File: config.mk
export PLATFORM = sky130hd
export DESIGN_NAME = parking_ctrl_flat
export DESIGN_NICKNAME = d
export VERILOG_FILES = /design/src/rtl/parking_ctrl_if.sv /design/src/rtl/parking_ctrl.sv /design/src/flat_wrapper.sv
export SDC_FILE = /design/constraint.sdc
export NUM_CORES = 2
export LEC_CHECK = 0
export ABC_CLOCK_PERIOD_IN_PS = 13050
export BUFFER_PORTS_ARGS = -buffer_cell sky130_fd_sc_hd__buf_4
export CAP_MARGIN = 0
export CORE_ASPECT_RATIO = 1.25
export CORE_MARGIN = 2
export CORE_UTILIZATION = 30
export DETAILED_ROUTE_END_ITERATION = 8
export MAX_ROUTING_LAYER = met4
export PLACE_DENSITY = 0.49
export SLEW_MARGIN = 25
export SYNTH_ARGS = -nofsm -noshare
export SYNTH_HDL_FRONTEND = slang
export SYNTH_SLANG_ARGS = --single-unit
File: constraint.sdc
create_clock -name clk -period 13.05 [get_ports clk]
set_input_delay 0 -clock clk [delete_from_list [all_inputs] [get_ports clk]]
set_output_delay 0 -clock clk [all_outputs]
set_load 0.03 [all_outputs]
File: src/rtl/parking_ctrl_if.sv
// Parking controller bus: groups the car-arrival, password-entry and exit
// request inputs together with the occupancy/status outputs.
//   slave  : controller side (requests in, status out)
//   master : environment side (requests out, status in)
interface parking_ctrl_if #(
  parameter int unsigned N_SLOTS = 16,
  parameter int unsigned PASS_W  = 128
);
  localparam int unsigned SW = (N_SLOTS > 2) ? $clog2(N_SLOTS) : 1;

  logic              ir;
  logic              enter1;
  logic [PASS_W-1:0] pass_entry1;
  logic              enter2;
  logic [PASS_W-1:0] pass_entry2;
  logic              exit_req;
  logic [SW-1:0]     exit_num;
  logic [PASS_W-1:0] pass_exit;

  logic [N_SLOTS-1:0] occupied;
  logic [N_SLOTS-1:0] locked;
  logic [SW:0]        count;
  logic               full;
  logic [SW-1:0]      alloc_slot;
  logic               busy;
  logic               entry_ok;
  logic               entry_fail;
  logic               entry_abort;
  logic               arrive_rej;
  logic               exit_ok;
  logic               pswd_inc;

  modport master (
    output ir, enter1, pass_entry1, enter2, pass_entry2,
           exit_req, exit_num, pass_exit,
    input  occupied, locked, count, full, alloc_slot, busy,
           entry_ok, entry_fail, entry_abort, arrive_rej, exit_ok, pswd_inc
  );

  modport slave (
    input  ir, enter1, pass_entry1, enter2, pass_entry2,
           exit_req, exit_num, pass_exit,
    output occupied, locked, count, full, alloc_slot, busy,
           entry_ok, entry_fail, entry_abort, arrive_rej, exit_ok, pswd_inc
  );
endinterface

File: src/rtl/parking_ctrl.sv
// Parking slot controller.
// An arrival (ir) claims the lowest free slot and walks a two-step password
// entry (enter1 stores the salted key, enter2 confirms it). A confirmed slot
// is locked; an exit request with the matching password releases it. Failed
// exits raise pswd_inc for PSWD_HOLD cycles. All status outputs are registered.
// Ports:
//   clk  : rising-edge clock
//   rst  : synchronous active-high reset
//   bus  : parking_ctrl_if.slave (requests in, occupancy/status out)
module parking_ctrl #(
  parameter int unsigned  N_SLOTS   = 16,
  parameter int unsigned  PASS_W    = 128,
  parameter logic [127:0] SALT      = 128'h70617373776f72643132333435363738,
  parameter int unsigned  TIMEOUT   = 64,
  parameter int unsigned  MAX_RETRY = 3,
  parameter int unsigned  PSWD_HOLD = 5
) (
  input  logic          clk,
  input  logic          rst,
  parking_ctrl_if.slave bus
);
  localparam int unsigned SW = (N_SLOTS > 2) ? $clog2(N_SLOTS) : 1;
  localparam int unsigned CW = SW + 1;
  localparam int unsigned TW = $clog2(TIMEOUT + 1);
  localparam int unsigned RW = $clog2(MAX_RETRY + 1);
  localparam int unsigned HW = $clog2(PSWD_HOLD + 1);
  localparam logic [PASS_W-1:0] W_SALT = PASS_W'(SALT);

  typedef enum logic [1:0] {IDLE, WAIT_P1, WAIT_P2} state_t;

  state_t             r_state, w_state_nxt;
  logic [N_SLOTS-1:0] r_occ, w_occ_nxt;
  logic [N_SLOTS-1:0] r_lock, w_lock_nxt;
  logic [CW-1:0]      r_count, w_count_nxt;
  logic               r_full, w_full_nxt;
  logic [SW-1:0]      r_alloc, w_alloc_nxt, w_free_idx;
  logic [TW-1:0]      r_tmo, w_tmo_nxt;
  logic [RW-1:0]      r_retry, w_retry_nxt;
  logic [HW-1:0]      r_hold;
  logic               r_entry_ok, r_entry_fail, r_entry_abort, r_arrive_rej, r_exit_ok;
  logic               w_entry_ok, w_entry_fail, w_entry_abort, w_arrive_rej, w_exit_ok;
  logic               w_exit_fail, w_key_we, w_exit_valid, w_exit_match, w_entry_match;
  logic [PASS_W-1:0]  r_key [N_SLOTS];

  // Lowest free slot from the occupancy registered before this cycle.
  always_comb begin
    w_free_idx = '0;
    for (int unsigned i = N_SLOTS; i > 0; i--)
      if (!r_occ[i-1]) w_free_idx = SW'(i - 1);
  end

  assign w_exit_valid  = {1'b0, bus.exit_num} < CW'(N_SLOTS);
  assign w_exit_match  = w_exit_valid && r_lock[bus.exit_num] &&
                         ((bus.pass_exit ^ W_SALT) == r_key[bus.exit_num]);
  assign w_entry_match = (bus.pass_entry2 ^ W_SALT) == r_key[r_alloc];

  always_comb begin
    w_state_nxt   = r_state;
    w_occ_nxt     = r_occ;
    w_lock_nxt    = r_lock;
    w_alloc_nxt   = r_alloc;
    w_tmo_nxt     = r_tmo;
    w_retry_nxt   = r_retry;
    w_key_we      = 1'b0;
    w_entry_ok    = 1'b0;
    w_entry_fail  = 1'b0;
    w_entry_abort = 1'b0;
    w_arrive_rej  = 1'b0;
    w_exit_ok     = 1'b0;
    w_exit_fail   = 1'b0;

    // Exit is independent of the FSM; it can never touch the slot under
    // entry because that slot is not locked yet.
    if (bus.exit_req) begin
      if (w_exit_match) begin
        w_occ_nxt[bus.exit_num]  = 1'b0;
        w_lock_nxt[bus.exit_num] = 1'b0;
        w_exit_ok                = 1'b1;
      end else begin
        w_exit_fail = 1'b1;
      end
    end

    case (r_state)
      IDLE: begin
        if (bus.ir) begin
          if (r_full) begin
            w_arrive_rej = 1'b1;
          end else begin
            w_occ_nxt[w_free_idx] = 1'b1;
            w_alloc_nxt           = w_free_idx;
            w_tmo_nxt             = '0;
            w_retry_nxt           = '0;
            w_state_nxt           = WAIT_P1;
          end
        end
      end
      WAIT_P1, WAIT_P2: begin
        if (bus.ir) w_arrive_rej = 1'b1;
        // Retry exhaustion is seen the cycle after the last mismatch; a
        // strobe arriving on the final timeout cycle still counts.
        if (r_retry == RW'(MAX_RETRY)) begin
          w_occ_nxt[r_alloc] = 1'b0;
          w_entry_abort      = 1'b1;
          w_state_nxt        = IDLE;
        end else if (r_state == WAIT_P1 && bus.enter1) begin
          w_key_we    = 1'b1;
          w_tmo_nxt   = '0;
          w_state_nxt = WAIT_P2;
        end else if (r_state == WAIT_P2 && bus.enter2) begin
          if (w_entry_match) begin
            w_lock_nxt[r_alloc] = 1'b1;
            w_entry_ok          = 1'b1;
            w_state_nxt         = IDLE;
          end else begin
            w_entry_fail = 1'b1;
            w_retry_nxt  = r_retry + 1'b1;
            w_tmo_nxt    = '0;
            w_state_nxt  = WAIT_P1;
          end
        end else if (r_tmo == TW'(TIMEOUT - 1)) begin
          w_occ_nxt[r_alloc] = 1'b0;
          w_entry_abort      = 1'b1;
          w_state_nxt        = IDLE;
        end else begin
          w_tmo_nxt = r_tmo + 1'b1;
        end
      end
      default: w_state_nxt = IDLE;
    endcase
  end

  always_comb begin
    w_count_nxt = '0;
    for (int unsigned i = 0; i < N_SLOTS; i++)
      w_count_nxt = w_count_nxt + CW'(w_occ_nxt[i]);
    w_full_nxt = &w_occ_nxt;
  end

  always_ff @(posedge clk) begin
    if (rst) begin
      r_state       <= IDLE;
      r_occ         <= '0;
      r_lock        <= '0;
      r_count       <= '0;
      r_full        <= 1'b0;
      r_alloc       <= '0;
      r_tmo         <= '0;
      r_retry       <= '0;
      r_hold        <= '0;
      r_entry_ok    <= 1'b0;
      r_entry_fail  <= 1'b0;
      r_entry_abort <= 1'b0;
      r_arrive_rej  <= 1'b0;
      r_exit_ok     <= 1'b0;
    end else begin
      r_state       <= w_state_nxt;
      r_occ         <= w_occ_nxt;
      r_lock        <= w_lock_nxt;
      r_count       <= w_count_nxt;
      r_full        <= w_full_nxt;
      r_alloc       <= w_alloc_nxt;
      r_tmo         <= w_tmo_nxt;
      r_retry       <= w_retry_nxt;
      r_entry_ok    <= w_entry_ok;
      r_entry_fail  <= w_entry_fail;
      r_entry_abort <= w_entry_abort;
      r_arrive_rej  <= w_arrive_rej;
      r_exit_ok     <= w_exit_ok;
      if (w_exit_fail)       r_hold <= HW'(PSWD_HOLD);
      else if (r_hold != '0) r_hold <= r_hold - 1'b1;
    end
  end

  // Keys are not reset; a key is meaningful only while its lock bit is set.
  always_ff @(posedge clk) begin
    if (!rst && w_key_we) r_key[r_alloc] <= bus.pass_entry1 ^ W_SALT;
  end

  assign bus.occupied    = r_occ;
  assign bus.locked      = r_lock;
  assign bus.count       = r_count;
  assign bus.full        = r_full;
  assign bus.alloc_slot  = r_alloc;
  assign bus.busy        = (r_state != IDLE);
  assign bus.entry_ok    = r_entry_ok;
  assign bus.entry_fail  = r_entry_fail;
  assign bus.entry_abort = r_entry_abort;
  assign bus.arrive_rej  = r_arrive_rej;
  assign bus.exit_ok     = r_exit_ok;
  assign bus.pswd_inc    = (r_hold != '0);
endmodule

File: src/flat_wrapper.sv
// flat-port wrapper written by rule: the top's interface ports become plain ports
module parking_ctrl_flat 
#(
  parameter int unsigned  N_SLOTS   = 16,
  parameter int unsigned  PASS_W    = 128,
  parameter logic [127:0] SALT      = 128'h70617373776f72643132333435363738,
  parameter int unsigned  TIMEOUT   = 64,
  parameter int unsigned  MAX_RETRY = 3,
  parameter int unsigned  PSWD_HOLD = 5
)
  (clk, rst, bus_ir, bus_enter1, bus_pass_entry1, bus_enter2, bus_pass_entry2, bus_exit_req, bus_exit_num, bus_pass_exit, bus_occupied, bus_locked, bus_count, bus_full, bus_alloc_slot, bus_busy, bus_entry_ok, bus_entry_fail, bus_entry_abort, bus_arrive_rej, bus_exit_ok, bus_pswd_inc);
  parking_ctrl_if #(.N_SLOTS(N_SLOTS), .PASS_W(PASS_W)) bus_i ();
  input  logic clk;
  input  logic rst;
  input wire logic [$bits(bus_i.ir)-1:0] bus_ir;
  input wire logic [$bits(bus_i.enter1)-1:0] bus_enter1;
  input wire logic [$bits(bus_i.pass_entry1)-1:0] bus_pass_entry1;
  input wire logic [$bits(bus_i.enter2)-1:0] bus_enter2;
  input wire logic [$bits(bus_i.pass_entry2)-1:0] bus_pass_entry2;
  input wire logic [$bits(bus_i.exit_req)-1:0] bus_exit_req;
  input wire logic [$bits(bus_i.exit_num)-1:0] bus_exit_num;
  input wire logic [$bits(bus_i.pass_exit)-1:0] bus_pass_exit;
  output wire logic [$bits(bus_i.occupied)-1:0] bus_occupied;
  output wire logic [$bits(bus_i.locked)-1:0] bus_locked;
  output wire logic [$bits(bus_i.count)-1:0] bus_count;
  output wire logic [$bits(bus_i.full)-1:0] bus_full;
  output wire logic [$bits(bus_i.alloc_slot)-1:0] bus_alloc_slot;
  output wire logic [$bits(bus_i.busy)-1:0] bus_busy;
  output wire logic [$bits(bus_i.entry_ok)-1:0] bus_entry_ok;
  output wire logic [$bits(bus_i.entry_fail)-1:0] bus_entry_fail;
  output wire logic [$bits(bus_i.entry_abort)-1:0] bus_entry_abort;
  output wire logic [$bits(bus_i.arrive_rej)-1:0] bus_arrive_rej;
  output wire logic [$bits(bus_i.exit_ok)-1:0] bus_exit_ok;
  output wire logic [$bits(bus_i.pswd_inc)-1:0] bus_pswd_inc;
  assign bus_i.ir = bus_ir;
  assign bus_i.enter1 = bus_enter1;
  assign bus_i.pass_entry1 = bus_pass_entry1;
  assign bus_i.enter2 = bus_enter2;
  assign bus_i.pass_entry2 = bus_pass_entry2;
  assign bus_i.exit_req = bus_exit_req;
  assign bus_i.exit_num = bus_exit_num;
  assign bus_i.pass_exit = bus_pass_exit;
  assign bus_occupied = bus_i.occupied;
  assign bus_locked = bus_i.locked;
  assign bus_count = bus_i.count;
  assign bus_full = bus_i.full;
  assign bus_alloc_slot = bus_i.alloc_slot;
  assign bus_busy = bus_i.busy;
  assign bus_entry_ok = bus_i.entry_ok;
  assign bus_entry_fail = bus_i.entry_fail;
  assign bus_entry_abort = bus_i.entry_abort;
  assign bus_arrive_rej = bus_i.arrive_rej;
  assign bus_exit_ok = bus_i.exit_ok;
  assign bus_pswd_inc = bus_i.pswd_inc;
  parking_ctrl #(.N_SLOTS(N_SLOTS), .PASS_W(PASS_W), .SALT(SALT), .TIMEOUT(TIMEOUT), .MAX_RETRY(MAX_RETRY), .PSWD_HOLD(PSWD_HOLD)) u_core (.clk(clk), .rst(rst), .bus(bus_i));
endmodule
==> summary.md <==
| Metric | Value |
|---|---|
| IO buf count | roughly 440 |
| Chip Width | about 530 um |
| Num rows | approximately 240 |
| I/O pin cnt | about 440 |
| Pwr dens | 129 nW/um2 |
| Fin. max-slew vios | 0 |
| Initial antenna violation count | a little under 80 |
| Largest net degree at the start of global routing | between 100 and 150 |
| Final setup TNS | 0 ns |
| Worst-Skew Late Latency | 0.91 ns |
| Ys async rst share | 0% |
| Fmax | between 0.1 and 0.15 GHz |
| Clock sinks | approximately 2100 |
| Dpl hpwl | 333 mm |
| Largest cells by area after synthesis | edfxtp_1 59%, mux4_2 20%, mux2i_1 5.1% |
| Gr ovfl total | 0 |
| Synth cell types | 96 |
| Final setup vio count | 0 |
| Final Cycle Share | between 60% and 70% |
| Flops & latches, synth | around 2100 |
| Worst Hold End | u_core.r_key[4][6] |
| Critical Path Source | bus_exit_num[1] |
| Num CTS Buffers | about 230 |
| Worst reg2reg setup slack | approximately 4.2 ns |
| Critical Path AT | 9.86 ns |
| Core ar. | 347000 um2 |
| Starting density of the core | between 30% and 40% |
| Post-synth top cells | 2048 x edfxtp_1, 929 x mux4_2, 536 x mux2i_1 |
| Layout Nets | slightly below 7000 |
| Maximum VDD drop | 109 uV |
| Synth Flop Type | edfxtp_1 |
| Layout fillers | about 33000 |
| Final Hold Fails | 0 |
| Final Skew | 0.0482 ns |
| Critical Path End Type | register |
| RSZ-0062 raised after global routing | no |
| Chip height | between 600 and 700 um |
| LEAKAGE | roughly 39 nW |
| Worst slew pin tran | around 1.2 ns |
| Sequential area share after synthesis | ~60% |
| Die ar. | ~350000 um2 |
| Hold Startpoint | bus_pass_entry1[6] |
| Netlist Area Pre-Place | roughly 100000 um2 |
| Post-route ant nets | 0 |
| Gr usage total | between 20 and 30% |
| Via count | 66400 |
| Number of synthesized flops with an enable pin | around 2000 |
| H-tree Lvls | 4 |
| Yosys warning total | 0 |
| DR DRC count | 0 |
| Drt via density | 5.87 |
| Post-synth top area cell | edfxtp_1 |
| Synth Instances | between 5000 and 6000 |
| Status | finished clean |
| Routed wire per std cell | about 42 um |
| Longest Clk Path Bufs | 4 |
| Slew headroom | between 15 and 20% |
| Finished Cell Area | 122000 um2 |
| CTS root buf | clkbuf_16 |
| Hold Slack | approximately 0.047 ns |
| Resized cells post-CTS | 0 |
| Max Cap Viol | 0 |
| Max Fanout on Critical Path | 66 |
| Worst-case reg-to-reg path depth | 22 |
| RR Startpoint | u_core.r_key[6][117] |
| Worst r2r dst | u_core.bus.count[2] |
| Post-Syn Nets | around 6200 |
| DRT Wirelength | 473 mm |
| Setup Fix Bufs, Post-CTS | 0 |
| Req. time, crit path | ~14 ns |
| First-pass GRT wire length | 622 mm |
| Top-count cell post-synth | edfxtp_1 |
| Hold path cells | 2 |
| TritonCTS clock tree | done |
| Setup Crit Path Kind | in -> reg |
| Worst Setup Start Kind | primary input |
| Pre-Repair DR Iteration Count | 6 |
| Syn-to-layout area delta | 17.2% |
| Clock period minus worst slack | just over 9 ns |
| Overall power | 15.7 mW |
| Avg Cell Area, Syn | 18.1 um2 |
| Clock-pin slew on the worst setup and hold paths | roughly 0.06 ns |
| Share of the synthesized area in the top cell type | slightly below 60% |
| DP Area | around 110000 um2 |
| Placer Congestion | around 1.0 |
| Hold crit path type | in -> reg |
| Share of post-route cells with drive strength above 1 | a little under a third |
| Iter 0 DRT Violations | between 9000 and 10000 |
| Vias in the first global route | 65100 |
cell families (layout without fill, tap and decap cells):
kind of cell             after synthesis  after routing  share of synthesized area, %
multiplexers                        1581           1581                          26.9
adder cells (fa/ha/maj)               24             24                         0.360
flip-flops                          2113           2113                          60.2
AND/OR/NAND/NOR                      678            678                          3.35
buffers and inverters                527           1372                          2.89
XOR/XNOR                             272            272                          2.28
other                                  0             56                             0
AO/OA/AOI/OAI                        585            585                          4.08
through the flow:
stage / util [%] / instances / worst slack [ns]
2_1_floorplan: - / 5780 / 5.59
4_1_cts: 35.2 / 11300 / 4.11
6_report: 35.3 / 11300 / 3.97
3_5_place_dp: 32.6 / 10700 / 3.14
3_3_place_gp: 32.6 / 10700 / 2.83
5_1_grt: 35.3 / 11300 / 3.88
area by class of cell:
| class | count | area, um2 | share of cell area [%] |
|---|---|---|---|
| Clock buffer | 262 | 5860 | 4.79 |
| Timing Repair Buffer | 821 | 7030 | 5.74 |
| Antenna cell | 56 | 140 | 0.115 |
| Inverter | 144 | 553 | 0.452 |
| Multi-Input combinational cell | 3140 | 38900 | 31.8 |
| Tap cell | 4636 | 5800 | 4.74 |
| Sequential cell | 2113 | 62800 | 51.3 |
| Clock inverter | 145 | 1290 | 1.06 |
worst max-delay path, cell delays in order:
cell and delay (ns):
buf_8 0.50, buf_4 0.62, buf_4 0.63, mux4_2 0.40, mux2i_1 0.24, xor2_1 0.26, a2111oi_0 1.01, a22o_1 0.30
nand4_1 0.10, or4_1 0.69, or2_2 0.49, or2_1 0.40, o31ai_1 0.39, nand2_1 0.10, ha_1 0.33, fa_1 0.53
fa_1 0.43, fa_1 0.51, inv_1 0.06, fa_1 0.49, inv_1 0.06, fa_1 0.45, fa_1 0.49, xnor2_1 0.17
nor2_1 0.05
how the worst max path moves through the flow:
| stage | to | slack, ns |
|---|---|---|
| 6_report | u_core.bus.count[2] | 3.97 |
| 5_1_grt | u_core.bus.count[2] | 3.88 |
| 4_1_cts | u_core.bus.count[2] | 4.11 |
| 3_5_place_dp | u_core.bus.count[2] | 3.14 |
| 3_3_place_gp | u_core.bus.count[4] | 2.83 |
| 2_1_floorplan | u_core.r_key[10][0] | 5.59 |
timing repair:
action / CTS / global route
hold endpoints to repair: 2109 / 0
hold buffers: 184 / 0
endpoints found under the setup margin: 0 / 0
placed cells by master (no fill, tap or decap), types with 20 or more instances in the layout:
| cell | synthesis | layout |
|---|---|---|
| nand2_1 | 181 | 181 |
| bufinv_16 | 0 | 20 |
| clkbuf_1 | 104 | 29 |
| inv_1 | 143 | 141 |
| buf_4 | 49 | 602 |
| nor4_1 | 57 | 50 |
| mux4_2 | 929 | 929 |
| xnor2_1 | 153 | 147 |
| and3_1 | 23 | 23 |
| diode_2 | 0 | 56 |
| nor2_1 | 112 | 93 |
| nor3_1 | 51 | 51 |
| o22ai_1 | 49 | 49 |
| nand4_1 | 43 | 43 |
| clkinv_1 | 0 | 57 |
| clkbuf_16 | 0 | 228 |
| and2_1 | 21 | 21 |
| nand3_1 | 61 | 61 |
| buf_12 | 16 | 28 |
| xor2_1 | 119 | 113 |
| a31oi_1 | 36 | 36 |
| or3_1 | 21 | 21 |
| a211oi_1 | 22 | 22 |
| dfxtp_1 | 65 | 61 |
| a21oi_1 | 80 | 80 |
| mux2i_1 | 536 | 533 |
| mux4_1 | 29 | 29 |
| o21ai_0 | 76 | 76 |
| a22oi_1 | 78 | 78 |
| a221oi_1 | 22 | 20 |
| edfxtp_1 | 2048 | 2048 |
| dlygate4sd3_1 | 0 | 184 |
| clkinv_2 | 0 | 38 |
| mux2_2 | 86 | 86 |
| nor2b_1 | 25 | 22 |
sequential cells by signal, indices dropped and copies added, names as in the netlist, 2 cells and up, named ones only:
signal / count
u_core.bus.alloc_slot: 4
u_core.bus.count: 5
u_core.bus.locked: 16
u_core.bus.occupied: 16
u_core.r_hold: 3
u_core.r_key: 2048
u_core.r_retry: 2
u_core.r_state: 2
u_core.r_tmo: 7
power breakdown:
group	leakage (nW)	switching, mW	internal [mW]
Sequential	18.9	0.0180	7.45
Combinational	16.2	1.19	0.666
Clock	3.50	2.82	3.60
Total	38.6	4.03	11.7
metal layers:
metal	vias up	GRT usage, %	share of wire (%)
met2	3818	42.3	47
met5	-	-	0
met4	0	12.1	5.4
met1	36200	33.7	39
li1	25800	-	-
met3	649	4.96	8.4
Power figures use the tool's default switching activity.
